### src/rtl/dmem_arbiter.sv
// dmem_arbiter - shares the single-port, 1-cycle-read-latency data RAM between
// the core LSU (master 0) and the debug/program-loader port (master 1).
// At most one access per cycle is issued. Grants are combinational so a
// request is issued to memory in the cycle it is accepted. Read data returns
// to the owning master one cycle later. Bounded locked bursts let one master
// keep ownership for up to LOCK_MAX grants while the other master waits.
//
// Build option: define DMEM_ARB_RR_EN for round-robin arbitration on
// contention. When it is left undefined, master 0 always wins on contention.
// Forced lock release applies in both builds.

module dmem_arbiter #(
   parameter int ADDR_W   = 32,
   parameter int LOCK_MAX = 16
) (
   input  logic              i_clk,
   input  logic              i_reset,
   // master 0 (core LSU)
   input  logic              i_m0_req,
   input  logic              i_m0_we,
   input  logic [ADDR_W-1:0] i_m0_addr,
   input  logic [31:0]       i_m0_wdata,
   input  logic [3:0]        i_m0_bmask,
   input  logic              i_m0_lock,
   output logic              o_m0_gnt,
   output logic              o_m0_rvalid,
   output logic [31:0]       o_m0_rdata,
   // master 1 (debug / program loader)
   input  logic              i_m1_req,
   input  logic              i_m1_we,
   input  logic [ADDR_W-1:0] i_m1_addr,
   input  logic [31:0]       i_m1_wdata,
   input  logic [3:0]        i_m1_bmask,
   input  logic              i_m1_lock,
   output logic              o_m1_gnt,
   output logic              o_m1_rvalid,
   output logic [31:0]       o_m1_rdata,
   // data memory
   output logic              o_mem_en,
   output logic              o_mem_we,
   output logic [ADDR_W-1:0] o_mem_addr,
   output logic [31:0]       o_mem_wdata,
   output logic [3:0]        o_mem_bmask,
   input  logic [31:0]       i_mem_rdata
);

   typedef enum logic [1:0] {
      ST_IDLE = 2'd0,
      ST_OWN0 = 2'd1,
      ST_OWN1 = 2'd2
   } state_t;

   // Last lock count value before a competing request forces release.
   localparam logic [7:0] CNT_LAST = 8'(LOCK_MAX - 1);

   state_t            state_r;
   logic [7:0]        lock_cnt_r;
   logic              force_vld_r;   // a forced release just happened
   logic              force_sel_r;   // master that must win the next contention
   logic              rd_pend_r;
   logic              rd_owner_r;    // 0 = master 0, 1 = master 1
`ifdef DMEM_ARB_RR_EN
   logic              rr_ptr_r;      // master preferred on the next contention
`endif

   logic              pick0_s;
   logic              pick1_s;
   logic              gnt0_s;
   logic              gnt1_s;
   logic              arb_s;         // grant came from a fresh arbitration
   logic              any_gnt_s;
   logic              own_lock_s;
   logic              other_req_s;
   logic              mem_we_s;
   logic [ADDR_W-1:0] mem_addr_s;
   logic [31:0]       mem_wdata_s;
   logic [3:0]        mem_bmask_s;

   // Free arbitration between the two requesters (forced winner, then policy).
   always_comb begin
      pick0_s = 1'b0;
      pick1_s = 1'b0;
      if (i_m0_req && i_m1_req) begin
         if (force_vld_r) begin
            pick0_s = ~force_sel_r;
            pick1_s = force_sel_r;
         end else begin
`ifdef DMEM_ARB_RR_EN
            pick0_s = ~rr_ptr_r;
            pick1_s = rr_ptr_r;
`else
            pick0_s = 1'b1;
            pick1_s = 1'b0;
`endif
         end
      end else begin
         pick0_s = i_m0_req;
         pick1_s = i_m1_req;
      end
   end

   // Grant selection: a requesting lock owner keeps the port; an owner that
   // stops requesting hands the port to free arbitration in the same cycle.
   always_comb begin
      gnt0_s = 1'b0;
      gnt1_s = 1'b0;
      arb_s  = 1'b0;
      if (i_reset) begin
         gnt0_s = 1'b0;
         gnt1_s = 1'b0;
      end else begin
         case (state_r)
            ST_IDLE: begin
               gnt0_s = pick0_s;
               gnt1_s = pick1_s;
               arb_s  = pick0_s | pick1_s;
            end
            ST_OWN0: begin
               if (i_m0_req) begin
                  gnt0_s = 1'b1;
               end else begin
                  gnt1_s = i_m1_req;
                  arb_s  = i_m1_req;
               end
            end
            ST_OWN1: begin
               if (i_m1_req) begin
                  gnt1_s = 1'b1;
               end else begin
                  gnt0_s = i_m0_req;
                  arb_s  = i_m0_req;
               end
            end
            default: begin
               gnt0_s = 1'b0;
               gnt1_s = 1'b0;
            end
         endcase
      end
   end

   assign any_gnt_s = gnt0_s | gnt1_s;

   // Lock request of the granted master and request of the waiting master.
   always_comb begin
      own_lock_s  = 1'b0;
      other_req_s = 1'b0;
      if (gnt0_s) begin
         own_lock_s  = i_m0_lock;
         other_req_s = i_m1_req;
      end else begin
         own_lock_s  = i_m1_lock;
         other_req_s = i_m0_req;
      end
   end

   // Route the granted master's access to the memory port; idle port is all 0.
   always_comb begin
      mem_we_s    = 1'b0;
      mem_addr_s  = '0;
      mem_wdata_s = 32'd0;
      mem_bmask_s = 4'd0;
      if (gnt0_s) begin
         mem_we_s    = i_m0_we;
         mem_addr_s  = i_m0_addr;
         mem_wdata_s = i_m0_wdata;
         mem_bmask_s = i_m0_bmask;
      end else if (gnt1_s) begin
         mem_we_s    = i_m1_we;
         mem_addr_s  = i_m1_addr;
         mem_wdata_s = i_m1_wdata;
         mem_bmask_s = i_m1_bmask;
      end else begin
         mem_we_s    = 1'b0;
      end
   end

   // Ownership state, lock counter, forced-release memory and read tracking.
   always_ff @(posedge i_clk) begin
      if (i_reset) begin
         state_r     <= ST_IDLE;
         lock_cnt_r  <= 8'd0;
         force_vld_r <= 1'b0;
         force_sel_r <= 1'b0;
         rd_pend_r   <= 1'b0;
         rd_owner_r  <= 1'b0;
`ifdef DMEM_ARB_RR_EN
         rr_ptr_r    <= 1'b0;
`endif
      end else begin
         rd_pend_r   <= any_gnt_s & ~mem_we_s;
         rd_owner_r  <= gnt1_s;
         force_vld_r <= 1'b0;
         if (any_gnt_s && own_lock_s) begin
            if (arb_s) begin
               // new lock: this grant is the first of the burst
               state_r    <= gnt1_s ? ST_OWN1 : ST_OWN0;
               lock_cnt_r <= 8'd1;
            end else if (lock_cnt_r != CNT_LAST) begin
               lock_cnt_r <= lock_cnt_r + 8'd1;
            end else if (other_req_s) begin
               // burst limit hit with a waiter: it wins the next arbitration
               state_r     <= ST_IDLE;
               lock_cnt_r  <= 8'd0;
               force_vld_r <= 1'b1;
               force_sel_r <= gnt0_s;
            end else begin
               // nobody waiting: counter stays saturated, ownership continues
               lock_cnt_r  <= lock_cnt_r;
            end
         end else begin
            state_r    <= ST_IDLE;
            lock_cnt_r <= 8'd0;
         end
`ifdef DMEM_ARB_RR_EN
         // only arbitration grants move the pointer, locked cycles do not
         if (arb_s) begin
            rr_ptr_r <= gnt0_s;
         end else begin
            rr_ptr_r <= rr_ptr_r;
         end
`endif
      end
   end

   assign o_m0_gnt    = gnt0_s;
   assign o_m1_gnt    = gnt1_s;
   assign o_mem_en    = any_gnt_s;
   assign o_mem_we    = mem_we_s;
   assign o_mem_addr  = mem_addr_s;
   assign o_mem_wdata = mem_wdata_s;
   assign o_mem_bmask = mem_bmask_s;

   // A pending read is dropped while reset is held.
   assign o_m0_rvalid = rd_pend_r & ~rd_owner_r & ~i_reset;
   assign o_m1_rvalid = rd_pend_r &  rd_owner_r & ~i_reset;
   assign o_m0_rdata  = o_m0_rvalid ? i_mem_rdata : 32'd0;
   assign o_m1_rdata  = o_m1_rvalid ? i_mem_rdata : 32'd0;

endmodule

### config.mk
export PLATFORM = sky130hd
export DESIGN_NAME = dmem_arbiter
export DESIGN_NICKNAME = d
export VERILOG_FILES = /design/src/rtl/dmem_arbiter.sv
export SDC_FILE = /design/constraint.sdc
export NUM_CORES = 1
export LEC_CHECK = 0
export BUFFER_PORTS_ARGS = -buffer_cell sky130_fd_sc_hd__buf_2
export CAP_MARGIN = 20
export CORE_AREA = 2 2 122 124
export DETAILED_ROUTE_END_ITERATION = 8
export DIE_AREA = 0 0 124 126
export GPL_ROUTABILITY_DRIVEN = 0
export PLACE_DENSITY = 0.53
export SLEW_MARGIN = 20
export SYNTH_ARGS = -nofsm -noshare
export SYNTH_HDL_FRONTEND = slang
export SYNTH_SLANG_ARGS = --single-unit
### constraint.sdc
create_clock -name i_clk -period 1.8 [get_ports i_clk]
set_clock_uncertainty 0.2 [all_clocks]
set_input_delay 0.27 -clock i_clk [delete_from_list [all_inputs] [get_ports i_clk]]
set_output_delay 0.27 -clock i_clk [all_outputs]
set_load 0.005 [all_outputs]
# == Yosys cells after proc, flatten, opt, wreduce, memory -nomap -nowiden ==
# Index checks and enable logic that the tools add are counted.
# totals
regBits,14
input_bits,176
output_inout_bits,138
word_cells,71
# op_classes
add_sub_neg,1
n_eq_ne,4
n_mux,34
n_bitwise,14
n_reduce_logical,11
# ops
cell,count
32-bit 2-to-1 mux,6
1-bit 2-to-1 mux,17
8-bit 2-to-1 mux,2
1-bit one-hot mux with 3 select lines,3
"8-bit by 1-bit adder with 8-bit output, second input constant",1
2-bit 2-to-1 mux,4
4-bit 2-to-1 mux,2
"8-bit by 4-bit inequality test with 1-bit output, second input constant",1
1-bit NOT,7
1-bit bitwise AND,5
4-bit AND reduction,1
2-bit nonzero test,2
4-bit OR reduction,1
3-bit nonzero test,1
3-bit OR reduction,1
"2-bit by 1-bit equality test with 1-bit output, second input constant",1
"2-bit equality test, second input constant",1
1-bit logical AND,2
2-bit logical NOT,1
"2-bit inequality test, second input constant",1
1-bit OR,2
2-bit AND reduction,1
2-bit OR reduction,1

# == Logic depth before layout (Yosys ltp) ==
# depth
depth_word,9
depth_mapped,7
mapped_depth_nobuf,6

# == Worst setup path after synthesis ==
# OpenSTA, ideal clock, no wires.
# synth_path
path_kind,flip-flop to output port
startpoint,register state_r[0]
endpoint,output port o_mem_addr[23]
arrival_ns,1.393
required_ns,1.330
setup_slack_ns,-0.063
stages_incl_launch_ff,7
n_path_buf,2
path_cell_list,dfxtp_1 mux2i_1 o21ai_2 nor2b_1 clkbuf_1 buf_2 a22o_1
# synth_via
word_cells_on_any_way,9
classes_between,2 x eq/ne; 6 x mux; 1 x reduce/logical
# synth_rtl
element,line_no,text
"start, declared",56,state_t state_r;
"start signal, assigned",197,state_r <= gnt1_s ? ST_OWN1 : ST_OWN0;
2-bit equality test (tied with other cells),112,case (state_r)
1-bit one-hot mux with 3 select lines *,112,
1-bit 2-to-1 mux *,108,if (i_reset) begin
via o_m0_gnt,25,"output logic o_m0_gnt,"
32-bit 2-to-1 mux *,163,if (gnt0_s) begin
"end, declared",41,"output logic [ADDR_W-1:0] o_mem_addr,"
# Mark *: on every way through the listed nets, which the timed path passes. The rest lies on a longest branch.

# == Worst setup path in the final report ==
# layout_path
startpoint,register state_r[0]
endpoint,output port o_mem_addr[12]
# layout_via
elab_chain_len,5
word_cells_on_any_way,9
classes_between,2 x eq/ne; 6 x mux; 1 x reduce/logical
# layout_lines
element,line_no,text
2-bit equality test (tied with other cells),112,
1-bit one-hot mux with 3 select lines,112,
1-bit 2-to-1 mux,108,
32-bit 2-to-1 mux,168,end else if (gnt1_s) begin
32-bit 2-to-1 mux *,163,
# Mark *: on every way between the ends. The rest lies on a longest branch, timed or not.

==> metrics.txt <==
# TYPE chip_impl_metric gauge
chip_impl_info{name="failed_checks",value="setup timing"} 1
chip_impl_metric{name="finish.instance_area",unit="µm²"} 4300
chip_impl_info{name="worstHoldPathType",value="in -> reg"} 1
chip_impl_metric{name="antenna_found_initial",unit=""} 1
chip_impl_info{name="synth.area.top_cells",value="sky130_fd_sc_hd__a22o_1 (33%), sky130_fd_sc_hd__and2_1 (22%), sky130_fd_sc_hd__dfxtp_1 (15%)"} 1
chip_impl_metric{name="switching_share",unit="%"} 29.5
chip_impl_metric{name="ctsLongestPathBuffers",unit=""} 2
chip_impl_info{name="clk_root_buffer_cell",value="sky130_fd_sc_hd__clkbuf_16"} 1
chip_impl_metric{name="first_pass_iters",unit=""} 4
chip_impl_metric{name="ant_nets_after_route",unit=""} 0
chip_impl_metric{name="ys_seq_area_share",unit="%"} 15.3
chip_impl_metric{name="grt_max_degree",unit=""} 38
chip_impl_metric{name="cts_clock_pin_slew_for_the_worst_setup_and_hold_paths",unit="ns"} 0.05
chip_impl_metric{name="floorplan.core_area",unit="µm²"} 14300
chip_impl_metric{name="place.port_buffers",unit=""} 313
chip_impl_metric{name="timing.final.crit_share",unit="%"} 126
chip_impl_metric{name="cts.sinks",unit=""} 14
chip_impl_metric{name="final.setup.worst_slack",unit="ns"} -0.464
chip_impl_metric{name="drv.max_cap_violation_count",unit=""} 0
chip_impl_metric{name="floorplan.die.width",unit="µm"} 124
chip_impl_info{name="timing.rr.start",value="state_r[0]"} 1
chip_impl_metric{name="final_nets",unit=""} 747
chip_impl_info{name="cts_tree",value="built"} 1
chip_impl_metric{name="yosys_warnings",unit=""} 0
chip_impl_info{name="worstSetupStartpoint",value="state_r[0]"} 1
chip_impl_metric{name="slew_viol_final",unit=""} 0
chip_impl_metric{name="synthesis.instances",unit=""} 235
chip_impl_metric{name="synth_async_reset_ratio",unit="%"} 0
chip_impl_metric{name="post_place_worst_slack",unit="ns"} -0.218
chip_impl_metric{name="grt_pass1_wl",unit="µm"} 14900
chip_impl_metric{name="setup-tns-final",unit="ns"} -30.50
chip_impl_info{name="ys_dominant_reg_cell",value="sky130_fd_sc_hd__dfxtp_1"} 1
chip_impl_metric{name="global_route.overflow_total",unit=""} 0
chip_impl_metric{name="share_comb_of_total_power",unit="%"} 49.9
chip_impl_metric{name="cellLeakagePower",unit="nW"} 2.47
chip_impl_metric{name="grtUsageMet3",unit="%"} 0.861
chip_impl_metric{name="tightestPinTransition",unit="ns"} 0.558
chip_impl_metric{name="p_seq_share",unit="%"} 22.0
chip_impl_info{name="setup_repair_after_global_routing_missed_its_margin",value="true"} 1
chip_impl_metric{name="post-route-util",unit="%"} 30.0
chip_impl_metric{name="fill_cells",unit=""} 1517
chip_impl_info{name="critPathTopFamily",value="buffers and inverters"} 1
chip_impl_metric{name="grt.total_usage",unit="%"} 12.6
chip_impl_metric{name="total_net_switching_power",unit="mW"} 0.430
chip_impl_info{name="netlist.top_cell.by_area",value="sky130_fd_sc_hd__a22o_1"} 1
chip_impl_metric{name="synth_fp_nets",unit=""} 412
chip_impl_metric{name="drt_first_iter_violations",unit=""} 140
chip_impl_metric{name="top_level_ports",unit=""} 314
chip_impl_metric{name="routed_wire_length_per_instance",unit="µm"} 16.2
chip_impl_metric{name="cts-htree-levels",unit=""} 1
chip_impl_metric{name="placedCellCount",unit=""} 731
chip_impl_metric{name="numCtsBuffers",unit=""} 3
chip_impl_metric{name="rows",unit=""} 44
chip_impl_metric{name="postSynthRegisterBits",unit=""} 14
chip_impl_metric{name="final.hold.worst_slack",unit="ns"} 0.202
chip_impl_info{name="crit_top_cell",value="sky130_fd_sc_hd__buf_4"} 1
chip_impl_metric{name="critical_path_max_stage_delay",unit="ns"} 0.34
chip_impl_metric{name="worst-endpoint-arrival",unit="ns"} 1.79
chip_impl_metric{name="drc_errors",unit=""} 0
chip_impl_info{name="critPathSlowestCell",value="sky130_fd_sc_hd__dfxtp_2"} 1
chip_impl_metric{name="wirelength",unit="µm"} 12200
chip_impl_info{name="top_usage_layer",value="met2"} 1
chip_impl_metric{name="dieHeight",unit="µm"} 126
chip_impl_metric{name="finalSetupViolations",unit=""} 77
chip_impl_metric{name="final_layout_size_suffix_gt1_share",unit="%"} 67.1
chip_impl_metric{name="edff_count_synth",unit=""} 0
chip_impl_metric{name="internal_power",unit="mW"} 1.03
chip_impl_metric{name="place_hpwl",unit="µm"} 8370
chip_impl_info{name="status",value="finished with violations"} 1
chip_impl_metric{name="post_synth.cell_area_avg",unit="µm²"} 7.79
chip_impl_metric{name="report.final.hold_viol_count",unit=""} 0
chip_impl_metric{name="report.power.total",unit="mW"} 1.46
chip_impl_metric{name="worstPathMaxFanout",unit=""} 9
chip_impl_metric{name="fmax",unit="MHz"} 442
chip_impl_info{name="hold_path_startpoint",value="i_m1_we"} 1
chip_impl_metric{name="area_delta_synth_final",unit="%"} 135
chip_impl_metric{name="starting_density_of_the_core",unit="%"} 12.8
chip_impl_metric{name="power.ir.vdd_worst",unit="µV"} 264
chip_impl_metric{name="power_frac_clock",unit="%"} 28.1
chip_impl_metric{name="place_area",unit="µm²"} 3730
chip_impl_metric{name="synth.lib_cells_used.distinct",unit=""} 34
chip_impl_metric{name="post-route-min-period",unit="ns"} 2.26
chip_impl_metric{name="grt.met2_usage",unit="%"} 23.0
chip_impl_metric{name="worstSkewPairLatency",unit="ns"} 0.24
chip_impl_info{name="critPathKind",value="reg -> out"} 1
chip_impl_metric{name="path_buf_inv",unit=""} 5
chip_impl_metric{name="max-slew-margin-rel",unit="%"} 62.6
chip_impl_info{name="cp-end-kind",value="output pin"} 1
chip_impl_metric{name="grt.met1_usage",unit="%"} 15.7
chip_impl_metric{name="die_footprint",unit="µm²"} 15600
chip_impl_metric{name="syn-cell-area",unit="µm²"} 1830
chip_impl_metric{name="share_of_yosys_cell_area_claimed_by_the_top_area_cell_type",unit="%"} 33.0
chip_impl_info{name="worst_setup_path_start_kind",value="flip-flop"} 1
chip_impl_metric{name="power-per-cell-area",unit="nW/µm²"} 339
chip_impl_metric{name="post_cts_hold_buffer_count",unit=""} 0
chip_impl_metric{name="grt_pass1_vias",unit=""} 2789
chip_impl_metric{name="crit_required",unit="ns"} 1.33
chip_impl_metric{name="finish.cell_count_without_fillers",unit=""} 753
chip_impl_metric{name="drt-vias-per-instance",unit=""} 4.29
chip_impl_metric{name="via_count",unit=""} 3234
chip_impl_info{name="worstPathCellList",value="mux2i_1 -> o21ai_2 -> buf_4 -> nor2b_4 -> buf_4 -> buf_12 -> clkbuf_16 -> a22o_1 -> buf_2"} 1
==> power by group through the flow <==
stage / Combinational (mW) / Sequential (mW) / Clock [mW]
after floorplan: 0.225 / 0.326 / 0
after global placement: 0.613 / 0.326 / 0
after detailed placement: 0.607 / 0.327 / 0
after CTS: 0.683 / 0.321 / 0.416
after global routing: 0.786 / 0.320 / 0.440
final: 0.728 / 0.320 / 0.410
==> cells in the final DEF, fill, tap and decap left out, types with 2 or more instances in the layout <==
cell	n
sky130_fd_sc_hd__mux2i_1	2
sky130_fd_sc_hd__buf_4	21
sky130_fd_sc_hd__and2_1	57
sky130_fd_sc_hd__a22o_1	69
sky130_fd_sc_hd__dfxtp_2	3
sky130_fd_sc_hd__nand2_1	5
sky130_fd_sc_hd__nor2_1	11
sky130_fd_sc_hd__mux2_2	2
sky130_fd_sc_hd__buf_16	5
sky130_fd_sc_hd__and2_4	7
sky130_fd_sc_hd__nand4b_1	2
sky130_fd_sc_hd__and3_1	5
sky130_fd_sc_hd__buf_2	305
sky130_fd_sc_hd__buf_12	6
sky130_fd_sc_hd__xnor2_1	2
sky130_fd_sc_hd__clkbuf_16	9
sky130_fd_sc_hd__nor2b_1	2
sky130_fd_sc_hd__buf_6	10
sky130_fd_sc_hd__o211ai_1	2
sky130_fd_sc_hd__dfxtp_1	10
sky130_fd_sc_hd__a21oi_1	7
sky130_fd_sc_hd__nand3_1	3
==> cells by family (layout without fill, tap and decap cells) <==
kind of cell             Yosys count  after routing  share of synthesized area, %
multiplexers                       5              5                          2.87
flip-flops                        14             14                          15.3
AND/OR/NAND/NOR                  103            103                          33.7
adder cells (fa/ha/maj)            1              1                         0.683
XOR/XNOR                           3              3                          1.43
buffers and inverters             23            356                          7.04
other                              0              1                             0
AO/OA/AOI/OAI                     86             86                          39.0
==> registers in the layout, summed over array words and instances (netlist names) <==
| register | cells |
|---|---|
| force_vld_r | 1 |
| lock_cnt_r | 8 |
| rd_owner_r | 1 |
| state_r | 2 |
| rd_pend_r | 1 |
| force_sel_r | 1 |
==> cells in the mapped netlist, types with 2 or more instances <==
cell type / instances
sky130_fd_sc_hd__and2_1: 64
sky130_fd_sc_hd__clkbuf_1: 8
sky130_fd_sc_hd__o211ai_1: 2
sky130_fd_sc_hd__and4b_1: 2
sky130_fd_sc_hd__a21oi_1: 8
sky130_fd_sc_hd__nor2b_1: 3
sky130_fd_sc_hd__nor2_1: 12
sky130_fd_sc_hd__nand4b_1: 2
sky130_fd_sc_hd__nand3_1: 3
sky130_fd_sc_hd__buf_2: 7
sky130_fd_sc_hd__dfxtp_1: 14
sky130_fd_sc_hd__mux2i_1: 3
sky130_fd_sc_hd__a22o_1: 69
sky130_fd_sc_hd__and3_1: 5
sky130_fd_sc_hd__mux2_2: 2
sky130_fd_sc_hd__nand2_1: 6
sky130_fd_sc_hd__xnor2_1: 2
sky130_fd_sc_hd__buf_4: 7
==> cell type report <==
class / count / area (µm²) / area share (%)
sequential: 14 / 288 / 6.70
clock buffer: 3 / 75.1 / 1.75
antenna: 1 / 2.50 / 0.0582
multi-input combinational: 198 / 1500 / 34.8
tap: 184 / 230 / 5.36
timing repair buffer: 353 / 2200 / 51.3
==> tightest hold or removal path: cells and delay by family <==
kind                   cells  cell delay, ns
AO/OA/AOI/OAI              1            0.13
buffers and inverters      2            0.18
AND/OR/NAND/NOR            1            0.03
==> repair_timing <==
item	in CTS	in global routing
gates cloned	5	6
gates resized for setup	11	25
setup buffers	5	2
pin swaps	0	9
endpoints found under the setup margin	77	101
==> path summary, 6_finish.rpt <==
kind | to | slack, ns | cells after the start
max | o_mem_addr[12] | -0.46 | 9
min | rd_pend_r | 0.20 | 4
max reg2reg | force_sel_r | -0.10 | 10
min reg2reg | lock_cnt_r[1] | 0.32 | 2
==> per-layer routing <==
metal  vias up  wire [µm]
met5         -          0
met4         0        198
met3        12       1240
met2       238       6150
met1      1438       4630
li1       1546          -
(Power assumes the default switching activity.)
